===== config.mk =====
export PLATFORM = sky130hd
export DESIGN_NAME = alpaca_requant_flat
export DESIGN_NICKNAME = d
export VERILOG_FILES = /design/src/rtl/alpaca_pkg.sv /design/src/rtl/alpaca_axis.sv /design/src/rtl/alpaca_round_sat.sv /design/src/rtl/alpaca_requant.sv /design/src/flat_wrapper.sv
export SDC_FILE = /design/constraint.sdc
export NUM_CORES = 1
export LEC_CHECK = 0
export BUFFER_PORTS_ARGS = -buffer_cell sky130_fd_sc_hd__buf_4
export CORE_MARGIN = 2
export CORE_UTILIZATION = 30
export DETAILED_ROUTE_END_ITERATION = 6
export GPL_ROUTABILITY_DRIVEN = 0
export HOLD_SLACK_MARGIN = 0.1
export SYNTH_ARGS = -nofsm -noshare
export SYNTH_HDL_FRONTEND = slang
export SYNTH_HIERARCHICAL = 1
export SYNTH_SLANG_ARGS = --single-unit

===== constraint.sdc =====
create_clock -name clk -period 1.8 [get_ports clk]
set_input_delay 0.18 -clock clk [delete_from_list [all_inputs] [get_ports clk]]
set_output_delay 0.18 -clock clk [all_outputs]
set_load 0.03 [all_outputs]

===== src/rtl/alpaca_pkg.sv =====
// Shared ALPACA FFT datapath types: complex sample, full-precision butterfly result, per-beat packets.
// Lane k of a packet is element [k]; re occupies the upper half of each sample.
package alpaca_pkg;

  localparam int WIDTH        = 16;
  localparam int PHASE_WIDTH  = 23;
  localparam int SAMP_PER_CLK = 2;
  localparam int ARITH_WIDTH  = PHASE_WIDTH + WIDTH + 1;

  typedef struct packed {
    logic signed [WIDTH-1:0] re;
    logic signed [WIDTH-1:0] im;
  } cx_t;

  typedef struct packed {
    logic signed [ARITH_WIDTH-1:0] re;
    logic signed [ARITH_WIDTH-1:0] im;
  } arith_t;

  typedef cx_t    [SAMP_PER_CLK-1:0] cx_pkt_t;
  typedef arith_t [SAMP_PER_CLK-1:0] arith_pkt_t;

endpackage


===== src/rtl/alpaca_axis.sv =====
// AXI-stream style beat bundle used between ALPACA pipeline blocks.
// The payload is a flat vector; each endpoint views it through its own packed packet type.
interface alpaca_axis #(
  parameter int DW    = 64,
  parameter int TUSER = 16
);
  logic [DW-1:0]    tdata;
  logic             tvalid;
  logic             tready;
  logic             tlast;
  logic [TUSER-1:0] tuser;

  modport mst (output tdata, tvalid, tlast, tuser, input tready);
  modport slv (input tdata, tvalid, tlast, tuser, output tready);
endinterface


===== src/rtl/alpaca_round_sat.sv =====
// Single-component requantizer, purely combinational: a round-half-up add on the input side, then shift
// and saturate on a separately supplied (registered) sum, so the parent can place a register between them.
module alpaca_round_sat
  import alpaca_pkg::*;
#(
  parameter int SHIFT = 22
) (
  input  logic signed [ARITH_WIDTH-1:0] i_v,
  output logic signed [ARITH_WIDTH:0]   o_sum,
  input  logic signed [ARITH_WIDTH:0]   i_sum,
  output logic signed [WIDTH-1:0]       o_q,
  output logic                          o_ovf
);

  localparam logic signed [ARITH_WIDTH:0] HALF =
    {{(ARITH_WIDTH+1-SHIFT){1'b0}}, 1'b1, {(SHIFT-1){1'b0}}};
  localparam logic signed [ARITH_WIDTH:0] MAX_W =
    {{(ARITH_WIDTH+2-WIDTH){1'b0}}, {(WIDTH-1){1'b1}}};
  localparam logic signed [ARITH_WIDTH:0] MIN_W =
    {{(ARITH_WIDTH+2-WIDTH){1'b1}}, {(WIDTH-1){1'b0}}};
  localparam logic signed [WIDTH-1:0] MAX_Q = {1'b0, {(WIDTH-1){1'b1}}};
  localparam logic signed [WIDTH-1:0] MIN_Q = {1'b1, {(WIDTH-1){1'b0}}};

  logic signed [ARITH_WIDTH:0] w_shr;

  // One extra bit of headroom so adding the half-LSB can never wrap.
  assign o_sum = $signed({i_v[ARITH_WIDTH-1], i_v}) + HALF;
  assign w_shr = i_sum >>> SHIFT;

  always_comb begin
    o_ovf = 1'b0;
    o_q   = w_shr[WIDTH-1:0];
    if (w_shr > MAX_W) begin
      o_ovf = 1'b1;
      o_q   = MAX_Q;
    end else if (w_shr < MIN_W) begin
      o_ovf = 1'b1;
      o_q   = MIN_Q;
    end
  end

endmodule


===== src/rtl/alpaca_requant.sv =====
// Post-butterfly requantizer: round-half-up, drop SHIFT fraction bits, saturate to WIDTH; 2-cycle latency.
// Both stages advance only when y can accept or is empty; x.tready follows that enable combinationally.
module alpaca_requant
  import alpaca_pkg::*;
#(
  parameter int FFT_LEN = 16,
  parameter int SHIFT   = 22,
  parameter int TUSER   = 16
) (
  input  logic        clk,
  input  logic        rst,
  alpaca_axis.slv     x,
  alpaca_axis.mst     y,
  output logic        ovf,
  output logic        ovf_sticky,
  output logic [15:0] ovf_cnt,
  output logic        frame_err
);

  localparam int BEATS = FFT_LEN / SAMP_PER_CLK;
  localparam int CW    = (BEATS > 1) ? $clog2(BEATS) : 1;
  localparam int NC    = 2 * SAMP_PER_CLK;
  localparam logic [CW-1:0] LAST_BEAT = CW'(BEATS - 1);

  arith_pkt_t                    w_x_dat;
  cx_pkt_t                       w_y_dat;
  logic signed [ARITH_WIDTH-1:0] w_v     [NC];
  logic signed [ARITH_WIDTH:0]   w_sum   [NC];
  logic signed [WIDTH-1:0]       w_q     [NC];
  logic [NC-1:0]                 w_ovf;
  logic                          w_ce;
  logic                          w_acc;
  logic                          w_y_xfer;

  logic signed [ARITH_WIDTH:0]   r_p1_sum [NC];
  logic                          r_p1_vld;
  logic                          r_p1_last;
  logic [TUSER-1:0]              r_p1_user;
  logic                          r_y_vld;
  logic                          r_y_last;
  cx_pkt_t                       r_y_dat;
  logic [TUSER-1:0]              r_y_user;
  logic                          r_ovf;
  logic                          r_ovf_sticky;
  logic [15:0]                   r_ovf_cnt;
  logic                          r_frame_err;
  logic [CW-1:0]                 r_cnt;

  assign w_x_dat  = x.tdata;
  assign w_ce     = y.tready || !r_y_vld;
  assign w_acc    = x.tvalid && w_ce;
  assign w_y_xfer = r_y_vld && y.tready;

  genvar i;
  for (i = 0; i < SAMP_PER_CLK; i++) begin : g_lane
    assign w_v[2*i]   = w_x_dat[i].re;
    assign w_v[2*i+1] = w_x_dat[i].im;
  end

  for (i = 0; i < NC; i++) begin : g_rs
    alpaca_round_sat #(.SHIFT(SHIFT)) u_rs (
      .i_v   (w_v[i]),
      .o_sum (w_sum[i]),
      .i_sum (r_p1_sum[i]),
      .o_q   (w_q[i]),
      .o_ovf (w_ovf[i])
    );
  end

  always_comb begin
    w_y_dat = '0;
    for (int k = 0; k < SAMP_PER_CLK; k++) begin
      w_y_dat[k].re = w_q[2*k];
      w_y_dat[k].im = w_q[2*k+1];
    end
  end

  always_ff @(posedge clk or negedge rst) begin
    if (!rst) begin
      r_p1_vld  <= 1'b0;
      r_p1_last <= 1'b0;
      r_p1_user <= '0;
      for (int k = 0; k < NC; k++) r_p1_sum[k] <= '0;
      r_y_vld   <= 1'b0;
      r_y_last  <= 1'b0;
      r_y_dat   <= '0;
      r_y_user  <= '0;
      r_ovf     <= 1'b0;
    end else if (w_ce) begin
      r_p1_vld  <= x.tvalid;
      r_p1_last <= x.tlast;
      r_p1_user <= x.tuser;
      for (int k = 0; k < NC; k++) r_p1_sum[k] <= w_sum[k];
      r_y_vld   <= r_p1_vld;
      r_y_last  <= r_p1_last;
      r_y_dat   <= w_y_dat;
      r_y_user  <= r_p1_user;
      r_ovf     <= r_p1_vld && (|w_ovf);
    end
  end

  // An early tlast resynchronises the counter; a missing one still wraps it.
  always_ff @(posedge clk or negedge rst) begin
    if (!rst) begin
      r_cnt       <= '0;
      r_frame_err <= 1'b0;
    end else if (w_acc) begin
      if (x.tlast) begin
        if (r_cnt != LAST_BEAT) r_frame_err <= 1'b1;
        r_cnt <= '0;
      end else if (r_cnt == LAST_BEAT) begin
        r_frame_err <= 1'b1;
        r_cnt       <= '0;
      end else begin
        r_cnt <= r_cnt + 1'b1;
      end
    end
  end

  always_ff @(posedge clk or negedge rst) begin
    if (!rst) begin
      r_ovf_sticky <= 1'b0;
      r_ovf_cnt    <= '0;
    end else if (w_y_xfer && r_ovf) begin
      r_ovf_sticky <= 1'b1;
      if (r_ovf_cnt != 16'hFFFF) r_ovf_cnt <= r_ovf_cnt + 16'd1;
    end
  end

  assign x.tready   = w_ce;
  assign y.tvalid   = r_y_vld;
  assign y.tdata    = r_y_dat;
  assign y.tlast    = r_y_last;
  assign y.tuser    = r_y_user;
  assign ovf        = r_ovf;
  assign ovf_sticky = r_ovf_sticky;
  assign ovf_cnt    = r_ovf_cnt;
  assign frame_err  = r_frame_err;

endmodule


===== src/flat_wrapper.sv =====
// flat-port wrapper written by rule: the top's interface ports become plain ports
module alpaca_requant_flat import alpaca_pkg::*;
#(
  parameter int FFT_LEN = 16,
  parameter int SHIFT   = 22,
  parameter int TUSER   = 16
)
  (clk, rst, ovf, ovf_sticky, ovf_cnt, frame_err, x_tdata, x_tvalid, x_tlast, x_tuser, x_tready, y_tdata, y_tvalid, y_tlast, y_tuser, y_tready);
  alpaca_axis #(.DW($bits(arith_pkt_t)), .TUSER(TUSER)) x_i ();
  alpaca_axis #(.DW($bits(cx_pkt_t)), .TUSER(TUSER)) y_i ();
  input  logic clk;
  input  logic rst;
  output logic ovf;
  output logic ovf_sticky;
  output logic [15:0] ovf_cnt;
  output logic frame_err;
  input wire logic [$bits(x_i.tdata)-1:0] x_tdata;
  input wire logic [$bits(x_i.tvalid)-1:0] x_tvalid;
  input wire logic [$bits(x_i.tlast)-1:0] x_tlast;
  input wire logic [$bits(x_i.tuser)-1:0] x_tuser;
  output wire logic [$bits(x_i.tready)-1:0] x_tready;
  output wire logic [$bits(y_i.tdata)-1:0] y_tdata;
  output wire logic [$bits(y_i.tvalid)-1:0] y_tvalid;
  output wire logic [$bits(y_i.tlast)-1:0] y_tlast;
  output wire logic [$bits(y_i.tuser)-1:0] y_tuser;
  input wire logic [$bits(y_i.tready)-1:0] y_tready;
  assign x_i.tdata = x_tdata;
  assign x_i.tvalid = x_tvalid;
  assign x_i.tlast = x_tlast;
  assign x_i.tuser = x_tuser;
  assign x_tready = x_i.tready;
  assign y_tdata = y_i.tdata;
  assign y_tvalid = y_i.tvalid;
  assign y_tlast = y_i.tlast;
  assign y_tuser = y_i.tuser;
  assign y_i.tready = y_tready;
  alpaca_requant #(.FFT_LEN(FFT_LEN), .SHIFT(SHIFT), .TUSER(TUSER)) u_core (.clk(clk), .rst(rst), .x(x_i), .y(y_i), .ovf(ovf), .ovf_sticky(ovf_sticky), .ovf_cnt(ovf_cnt), .frame_err(frame_err));
endmodule

==> flow_summary.json, run 1 <==
{
  "status": "finished clean",
  "slew_headroom": 0.302,
  "finalHoldViolations": 0,
  "worst-r2r-setup-slack_ns": 0.16,
  "io_buffer_count": 198,
  "die_h_um": 184,
  "crit_family": "simple AND/OR/NAND/NOR gates",
  "num_vias": 8416,
  "worstSetupPathType": "in -> reg",
  "finalClockSkew_ns": 0.0159,
  "hp-class": "in -> reg",
  "hpwl_um": 16800,
  "cts_buffers": 17,
  "worstHoldStart": "x_tdata[141]",
  "grt_pass1_wl_um": 42100,
  "worstPathCellList": "dlygate4sd3_1, buf_4, and4_4, nand4_4, or4_4, xnor2_2, nand2_1, nand2_1",
  "grt_pass1_vias": 8402,
  "syn_area_um2": 9710,
  "critPathRequiredTime_ns": 2.17,
  "cap_violations": 0,
  "overflow": 0,
  "cp_slowest_stage_delay_ns": 0.56,
  "cp_slowest_cell": "or4_4",
  "setup.worst_path.end_class": "flop",
  "cts_tree": "built",
  "wirelength_um": 25300,
  "first_pass_iters": 6,
  "cts_root_buffer": "clkbuf_16",
  "min_period_over_period": 0.982,
  "critPathArrivalTime_ns": 2.13,
  "yosys_warnings": 6,
  "finalCriticalPeriod_ns": 1.77,
  "io_pins": 283,
  "drv_slew": 0,
  "critPathMaxFanout": 5,
  "area_growth_syn_to_layout_pct": 37.8,
  "track_usage": 0.154,
  "die_area_um2": 33800,
  "rsz0062_at_grt": "false",
  "hold_depth": 5,
  "avgSynthCellArea_um2": 8.46,
  "p_leak_nw": 6.85,
  "drcViolationCount": 0,
  "reg2reg_depth": 5,
  "syn_inst": 1148,
  "htreeDepth": 4,
  "drive_above_1_share": 0.199,
  "synth_nets": 1336,
  "worst_slew_pin_slew_ns": 1.04,
  "ant_nets": 0,
  "fin_nets": 1606,
  "insertion_delay_ns": 0.44,
  "irDropWorstVdd_mv": 0.623,
  "die_w_um": 184,
  "core-area_um2": 31700,
  "timing.rr.start": "u_core/ovf_cnt[0]",
  "initial_core_util": 0.306,
  "p_per_area_nw_per_um2": 1060,
  "clockBufferDepth": 2,
  "r2r-end": "u_core/ovf_cnt[1]",
  "holdWs_ns": 0.132,
  "grt_max_degree": 95,
  "drt_iter0_drc": 441,
  "wl_per_cell_um": 13.8,
  "routed_via_density": 4.59,
  "setup_viol_count_final": 0,
  "cpMostUsedCell": "nand2_1",
  "tns_ns": 0,
  "fmax_ghz": 0.566,
  "rows": 65,
  "startpoint_type": "input port",
  "antenna_found_initial": 1,
  "clk_pin_slew_ns": 0.09,
  "tritoncts_num_sinks": 198,
  "hold_end": "u_core/r_p1_sum[65]",
  "crit_buf_inv": 2
}
[report_power, final]
part	internal, mW	switching (mW)
clock	2.42	1.83
sequential	5.24	0.517
combinational	1.67	2.55
[tightest hold or removal path: cells and delay by family]
family / cells / cell delay, ns
simple gates: 3 / 0.19
buf+inv: 1 / 0.12
xor+xnor: 1 / 0.06
[cell type report]
| cell class | instances | area (µm²) |
|---|---|---|
| Sequential cell | 198 | 4960 |
| Timing Repair Buffer | 321 | 2790 |
| Antenna cell | 1 | 2.50 |
| Multi-Input combinational cell | 875 | 4450 |
| Clock inverter | 14 | 215 |
| Tap cell | 402 | 503 |
| Inverter | 5 | 21.3 |
| Clock buffer | 18 | 439 |
| Fill cell | 3134 | 18300 |
[routing by layer]
metal	vias up	routed length [µm]	track usage
met4	0	527	0.0496
li1	4236	-	-
met2	173	11700	0.249
met5	-	0	0
met1	3976	12200	0.210
met3	31	925	0.0256
[cells in the final DEF, fill, tap and decap left out, drive strengths merged, types with 5 or more instances in the layout]
cell type      n
and4           5
and3          14
dfrtp        198
nand4         25
ha             7
buf          223
o21ai          7
a31oi          6
or4            5
nor2          17
clkbuf        20
nor3          15
a21o          61
dlygate4sd3   95
nand3         46
nand2        561
inv           10
xor2          23
xnor2         54
[stage by stage]
step	total power, mW	instances	util	setup slack (ns)	area [µm²]
5_1_grt	15.1	1834	0.422	0.00523	13400
6_report	14.2	1834	0.422	0.0321	13400
3_3_place_gp	9.83	1703	0.369	0.166	11700
3_5_place_dp	9.90	1703	0.369	0.0792	11700
2_1_floorplan	8.18	1148	-	0.0488	9710
4_1_cts	14.4	1832	0.421	0.0301	13400
[state kept, by name, summed over array words and instances (netlist names)]
| signal | count |
|---|---|
| u_core/ovf_sticky | 1 |
| u_core/y.tdata | 64 |
| u_core/r_p1_vld | 1 |
| u_core/r_p1_last | 1 |
| u_core/ovf | 1 |
| u_core/y.tuser | 16 |
| u_core/r_p1_sum | 76 |
| u_core/y.tvalid | 1 |
| u_core/ovf_cnt | 16 |
| u_core/y.tlast | 1 |
| u_core/frame_err | 1 |
| u_core/r_cnt | 3 |
| u_core/r_p1_user | 16 |
[worst max path at each step]
stage | cells past startpoint | startpoint | slack (ns) | endpoint
floorplan | 5 | u_core/ovf_cnt[0] | 0.05 | u_core/ovf_cnt[14]
global placement | 4 | u_core/r_p1_sum[122] | 0.17 | u_core/y.tdata[1]
detailed placement | 4 | u_core/r_p1_sum[122] | 0.08 | u_core/y.tdata[1]
CTS | 4 | u_core/y.tvalid | 0.03 | x_tready
global route | 8 | x_tdata[69] | 0.005 | u_core/r_p1_sum[161]
finish | 8 | x_tdata[69] | 0.03 | u_core/r_p1_sum[161]
[repair_timing]
action	4_1_cts	5_1_grt
buffers inserted	1	0
setup endpoints to repair	1	16
cloned	1	1
hold buffers	95	0
hold endpoints to repair	171	0
resized for setup	1	2
(Power assumes the default switching activity.)
==> run 2, diff against run 1 <==
- CORE_UTILIZATION: 30 -> 56
- PLACE_DENSITY: default -> 0.81
==> run 2 against run 1 <==
Register-to-register slack got worse by 0.04 ns. Largest power group unchanged. First-iteration DRC count increased by 20%. Highest routed layer unchanged. Sequential power barely moved. Worst hold slack lost 0.0077 ns. Final cell count down 10%. Flip-flop and latch count unchanged. Fmax rose by 0.37%. Count of clock-buffer cells in the layout is 1 higher. Critical path depth unchanged.
==> flow_summary.json, run 2 (synthesized netlist as in run 1, its figures left out) <==
{
  "track_usage": 0.260,
  "p_leak_nw": 6.76,
  "fin_nets": 1596,
  "worstPathCellList": "dlygate4sd3_1, buf_4, and4_4, nand4_4, or4_4, xnor2_2, nand2_1, nand2_1",
  "critPathLaunch": "x_tdata[29]",
  "comb_power_share": 0.303,
  "routed_via_density": 5.24,
  "finalCriticalPeriod_ns": 1.76,
  "layout_common_cells": "561 x nand2_1, 213 x buf_4, 198 x dfrtp_1",
  "rows": 48,
  "place_area_um2": 11400,
  "crit_family": "simple AND/OR/NAND/NOR gates",
  "die_h_um": 136,
  "post-route-util": 0.757,
  "critPathArrivalTime_ns": 2.07,
  "num_vias": 8617,
  "antenna_found_initial": 0,
  "p_total_mw": 13.8,
  "worst_slew_pin_slew_ns": 1.15,
  "n_antenna_cell": 0,
  "finalHoldViolations": 0,
  "clockBufferDepth": 2,
  "min_period_over_period": 0.979,
  "grt_max_degree": 113,
  "fmax_ghz": 0.568,
  "area_growth_syn_to_layout_pct": 33.4,
  "initial_core_util": 0.567,
  "switching_share": 0.339,
  "io_buffer_count": 198,
  "core-area_um2": 17100,
  "internal-power_mw": 9.12,
  "io_pins": 283,
  "slew_headroom": 0.233,
  "tns_ns": 0,
  "finalInstanceArea_um2": 13000,
  "critPathRequiredTime_ns": 2.11,
  "p_sw_mw": 4.68,
  "grt_pass1_wl_um": 38200,
  "startpoint_type": "input port",
  "top_register": "u_core/r_p1_sum",
  "seqPwrFrac": 0.417,
  "drv_slew": 0,
  "setup_viol_count_final": 0,
  "first_pass_iters": 5,
  "status": "finished clean",
  "cts_tree": "built",
  "die_area_um2": 18400,
  "cp_slowest_cell": "dlygate4sd3_1",
  "hp-class": "in -> reg",
  "cts_buffers": 17,
  "worstSetupPathType": "in -> reg",
  "overflow": 0,
  "largest_reg_flops": 76,
  "crit_buf_inv": 2,
  "tritoncts_num_sinks": 198,
  "grt_pass1_vias": 8026,
  "die_w_um": 136,
  "drt_iter0_drc": 527,
  "htreeDepth": 4,
  "clk_pin_slew_ns": 0.07,
  "worstHoldStart": "x_tdata[141]",
  "setup.worst_path.end_class": "flop",
  "cts_setup_buffers": 0,
  "critPathMaxFanout": 5,
  "insertion_delay_ns": 0.42,
  "finalClockSkew_ns": 0.0125,
  "cp_slowest_stage_delay_ns": 0.56,
  "cap_violations": 0,
  "timing.rr.start": "u_core/ovf_cnt[0]",
  "pwr-share-clk": 0.281,
  "hpwl_um": 15100,
  "holdWs_ns": 0.125,
  "cpMostUsedCell": "nand2_1",
  "cts_root_buffer": "clkbuf_16",
  "rsz0062_at_grt": "false",
  "p_per_area_nw_per_um2": 1060,
  "layout_commonest_cell": "nand2_1",
  "ant_nets": 0,
  "irDropWorstVdd_mv": 0.749,
  "wirelength_um": 23800,
  "drive_above_1_share": 0.195,
  "wl_per_cell_um": 14.4,
  "drcViolationCount": 0
}
==> run 2: final timing paths <==
| path | endpoint | slack, ns | cells past startpoint |
|---|---|---|---|
| worst min register to register | u_core/y.tdata[39] | 0.46 | 2 |
| worst max register to register | u_core/ovf_cnt[14] | 0.12 | 5 |
| worst max-delay path | u_core/r_p1_sum[120] | 0.04 | 8 |
| min in group asynchronous | u_core/y.tdata[10] | 0.28 | 2 |
| max in group asynchronous | u_core/y.tdata[45] | 0.89 | 3 |
| worst min-delay path | u_core/r_p1_sum[63] | 0.12 | 4 |
==> run 2: layout make-up <==
| class | instances | area (µm²) |
|---|---|---|
| inverter | 5 | 23.8 |
| timing repair buffer | 311 | 2640 |
| tap | 225 | 282 |
| multi-input combinational | 875 | 4460 |
| clock inverter | 12 | 149 |
| clock buffer | 19 | 453 |
| fill | 1187 | 4160 |
| sequential | 198 | 4950 |
==> run 2: stage by stage <==
step	instances	worst slack, ns
final	1645	0.0386
after global routing	1645	0.00312
after CTS	1645	0.0145
after detailed placement	1523	0.106
after global placement	1523	0.164
after floorplan	1148	0.0488
==> run 2: what timing repair did <==
| item | CTS | global route |
|---|---|---|
| hold endpoints to repair | 256 | 0 |
| gates resized for setup | 0 | 2 |
| hold buffers | 91 | 0 |
| endpoints found under the setup margin | 0 | 3 |
==> run 2: power groups by stage <==
| stage | Combinational, mW | Sequential [mW] | Clock [mW] |
|---|---|---|---|
| finish | 4.18 | 5.75 | 3.87 |
| global route | 4.53 | 5.85 | 4.12 |
| CTS | 4.16 | 5.74 | 3.94 |
| detailed placement | 3.98 | 5.82 | 0 |
| global placement | 3.90 | 5.79 | 0 |
| floorplan | 1.46 | 6.71 | 0 |
==> run 2: per-layer routing <==
layer / track usage / part of all wire / up-vias
met3: 0.0438 / 0.057 / 38
li1: - / - / 4202
met4: 0.0787 / 0.023 / 0
met2: 0.445 / 0.50 / 294
met5: 0 / 0 / -
met1: 0.341 / 0.42 / 4083
==> run 2: worst min-delay path, cell delays in order <==
cell and delay [ns]:
buf_4 0.10, ha_1 0.14, nand2_1 0.05, nand2_1 0.06
==> run 3, diff against run 2 <==
- CAP_MARGIN: default -> 10
- CORE_UTILIZATION: 56 -> 52
- CTS_BUF_LIST: default -> sky130_fd_sc_hd__clkbuf_16
- SYNTH_HIERARCHICAL: 1 -> default
==> run 3 against run 2 <==
The flow now finishes with violations (design-rule violations). Sequential share of layout area rose by 1.4 points. Synthesized cell count decreased by 13%. Final cell count shrank 6.6%.
==> flow_summary.json, run 3 <==
{
  "ant_nets": 0,
  "reg2reg_depth": 5,
  "yosys_warnings": 0,
  "async_flop_share": 1.00,
  "worstPathCellList": "ha_1, nand3_1, nor2_1, a21oi_1, mux2_2",
  "worstSetupPathType": "reg -> reg",
  "initial_core_util": 0.528,
  "largest_reg_flops": 76,
  "drt_iter0_drc": 481,
  "grt_max_degree": 122,
  "hp-class": "in -> reg",
  "insertion_delay_ns": 0.43,
  "netlist.area_leader.share": 0.546,
  "die_h_um": 136,
  "finalInstanceArea_um2": 12500,
  "finalCriticalPeriod_ns": 1.74,
  "clockBufferDepth": 2,
  "overflow": 0,
  "cts_tree": "built",
  "p_leak_nw": 5.61,
  "cap_violations": 0,
  "worstHoldStart": "x_tdata[71]",
  "finalClockSkew_ns": 0.0117,
  "slew_headroom": 0.543,
  "tritoncts_num_sinks": 198,
  "io_buffer_count": 198,
  "critPathRequiredTime_ns": 2.11,
  "drv_slew": 0,
  "htreeDepth": 4,
  "critPathArrivalTime_ns": 2.06,
  "hold_depth": 3,
  "status": "complete, but fails checks",
  "worst_slew_pin_slew_ns": 0.685,
  "ys_seq_elements": 198,
  "die_w_um": 136,
  "place_area_um2": 11100,
  "cts_setup_buffers": 0,
  "wl_per_cell_um": 15.5,
  "wirelength_um": 23900,
  "cts_root_buffer": "clkbuf_16",
  "yosysSeqAreaShare": 0.546,
  "syn_area_um2": 9070,
  "hpwl_um": 15800,
  "startpoint_type": "flop",
  "core-area_um2": 17200,
  "finalHoldViolations": 0,
  "setup_viol_count_final": 0,
  "layout.cells.non_filler": 1536,
  "routed_via_density": 5.51,
  "timing.rr.start": "u_core.ovf_cnt[0]",
  "avgSynthCellArea_um2": 9.05,
  "first_pass_iters": 7,
  "worst-r2r-setup-slack_ns": 0.06,
  "irDropWorstVdd_mv": 0.759,
  "synth_ff_type": "dfrtp_1",
  "yosysMostFrequentCell": "nand2_1",
  "syn_inst": 1003,
  "holdWs_ns": 0.118,
  "timing.final.ws_setup_ns": 0.0553,
  "min_period_over_period": 0.969,
  "critPathMaxFanout": 4,
  "setup.worst_path.end_class": "flop",
  "grt_pass1_wl_um": 38600,
  "synth.distinct_cells": 53,
  "n_antenna_cell": 0,
  "p_per_area_nw_per_um2": 1070,
  "cp_slowest_cell": "dfrtp_1",
  "clk_pin_slew_ns": 0.07,
  "rsz0062_at_grt": "true",
  "num_vias": 8464,
  "io_pins": 283,
  "synthTopCellsByArea": "dfrtp_1 55%, nand2_1 9.6%, nor2_1 5.0%",
  "cts_buffers": 17,
  "drive_above_1_share": 0.228,
  "rows": 48,
  "fmax_ghz": 0.573,
  "r2r-end": "u_core.ovf_cnt[1]",
  "die_area_um2": 18500,
  "fin_nets": 1487,
  "track_usage": 0.263,
  "grt_pass1_vias": 7863,
  "synth_commonest_cells": "232 x nand2_1, 198 x dfrtp_1, 121 x nor2_1, 71 x o21ai_0, 65 x a21oi_1",
  "antenna_found_initial": 0,
  "synth-edff-count": 0,
  "top_register": "u_core.r_p1_sum",
  "synth_nets": 1191,
  "drcViolationCount": 2,
  "area_growth_syn_to_layout_pct": 37.9,
  "cp_slowest_stage_delay_ns": 0.39,
  "dp_cells": 1427,
  "layout_common_cells": "239 x buf_4, 232 x nand2_1, 196 x dfrtp_1",
  "violations": "design-rule violations",
  "layout_commonest_cell": "buf_4",
  "hold_end": "u_core.r_p1_sum[154]",
  "place_ws_ns": 0.00165,
  "synth_top_area_cell": "dfrtp_1",
  "post-route-util": 0.729
}
run 3: cell count changes in the layout (fill, tap and decap cells not counted), sizes merged, moves of 9 or more:
cell / change
buf: +25
dlygate4sd3: -13
nor2: +104
and3: -9
a21oi: +61
o21ai: +67
xnor2: -23
nand2: -329
a31oi: +12
a21o: -57
run 3: area by class of cell:
class / count / area (µm²)
Inverter: 9 / 38.8
Clock buffer: 17 / 425
Fill cell: 1247 / 4660
Sequential cell: 198 / 4960
Timing Repair Buffer: 323 / 2690
Tap cell: 225 / 282
Multi-Input combinational cell: 750 / 3950
Clock inverter: 14 / 174
run 3: how the worst max path moves through the flow:
| stage | slack [ns] | startpoint | endpoint |
|---|---|---|---|
| global route | -0.07 | u_core.ovf_cnt[5] | u_core.ovf_cnt[8] |
| CTS | 0.02 | u_core.y.tvalid | x_tready |
| detailed placement | 0.002 | x_tdata[146] | u_core.r_p1_sum[79] |
| floorplan | 0.001 | u_core.ovf_cnt[5] | u_core.ovf_cnt[15] |
| finish | 0.06 | u_core.ovf_cnt[0] | u_core.ovf_cnt[1] |
| global placement | 0.05 | x_tdata[146] | u_core.r_p1_sum[79] |
run 3: timing repair:
item	CTS	global route
setup endpoints to repair	1	12
resized for setup	1	11
endpoints found under the hold margin	164	0
hold buffers	78	0
run 3: per-stage QoR:
step	TNS (ns)	power, mW
after floorplan	0	7.76
after global placement	0	9.30
after detailed placement	0	9.41
after CTS	0	13.4
after global routing	-0.212	14.1
final	0	13.4
run 3: routing by layer:
metal / vias to the layer above / GRT usage / share of wire
met4: 0 / 0.0938 / 0.024
met5: - / 0 / 0
met3: 45 / 0.0403 / 0.053
met2: 290 / 0.450 / 0.51
li1: 4027 / - / -
met1: 4102 / 0.341 / 0.42
run 3: cell families (layout without fill, tap and decap cells):
kind of cell | Yosys count | count (layout) | synth area share
simple gates | 490 | 490 | 0.241
flops | 198 | 198 | 0.546
compound gates | 192 | 192 | 0.121
xor+xnor | 59 | 59 | 0.0569
buf+inv | 55 | 363 | 0.0232
fa+ha+maj | 7 | 7 | 0.00965
mux | 2 | 2 | 0.00248
run 3: where the power goes:
part	switching, mW	internal (mW)
clock network	1.70	2.19
logic	2.35	1.46
registers	0.507	5.22
run 3: worst max-delay path: cells and delay by family (launching register included):
family	cells	cell delay, ns
adder cells (fa/ha/maj)	1	0.26
AND/OR/NAND/NOR	2	0.27
multiplexers	1	0.38
flip-flops	1	0.39
AO/OA/AOI/OAI	1	0.35
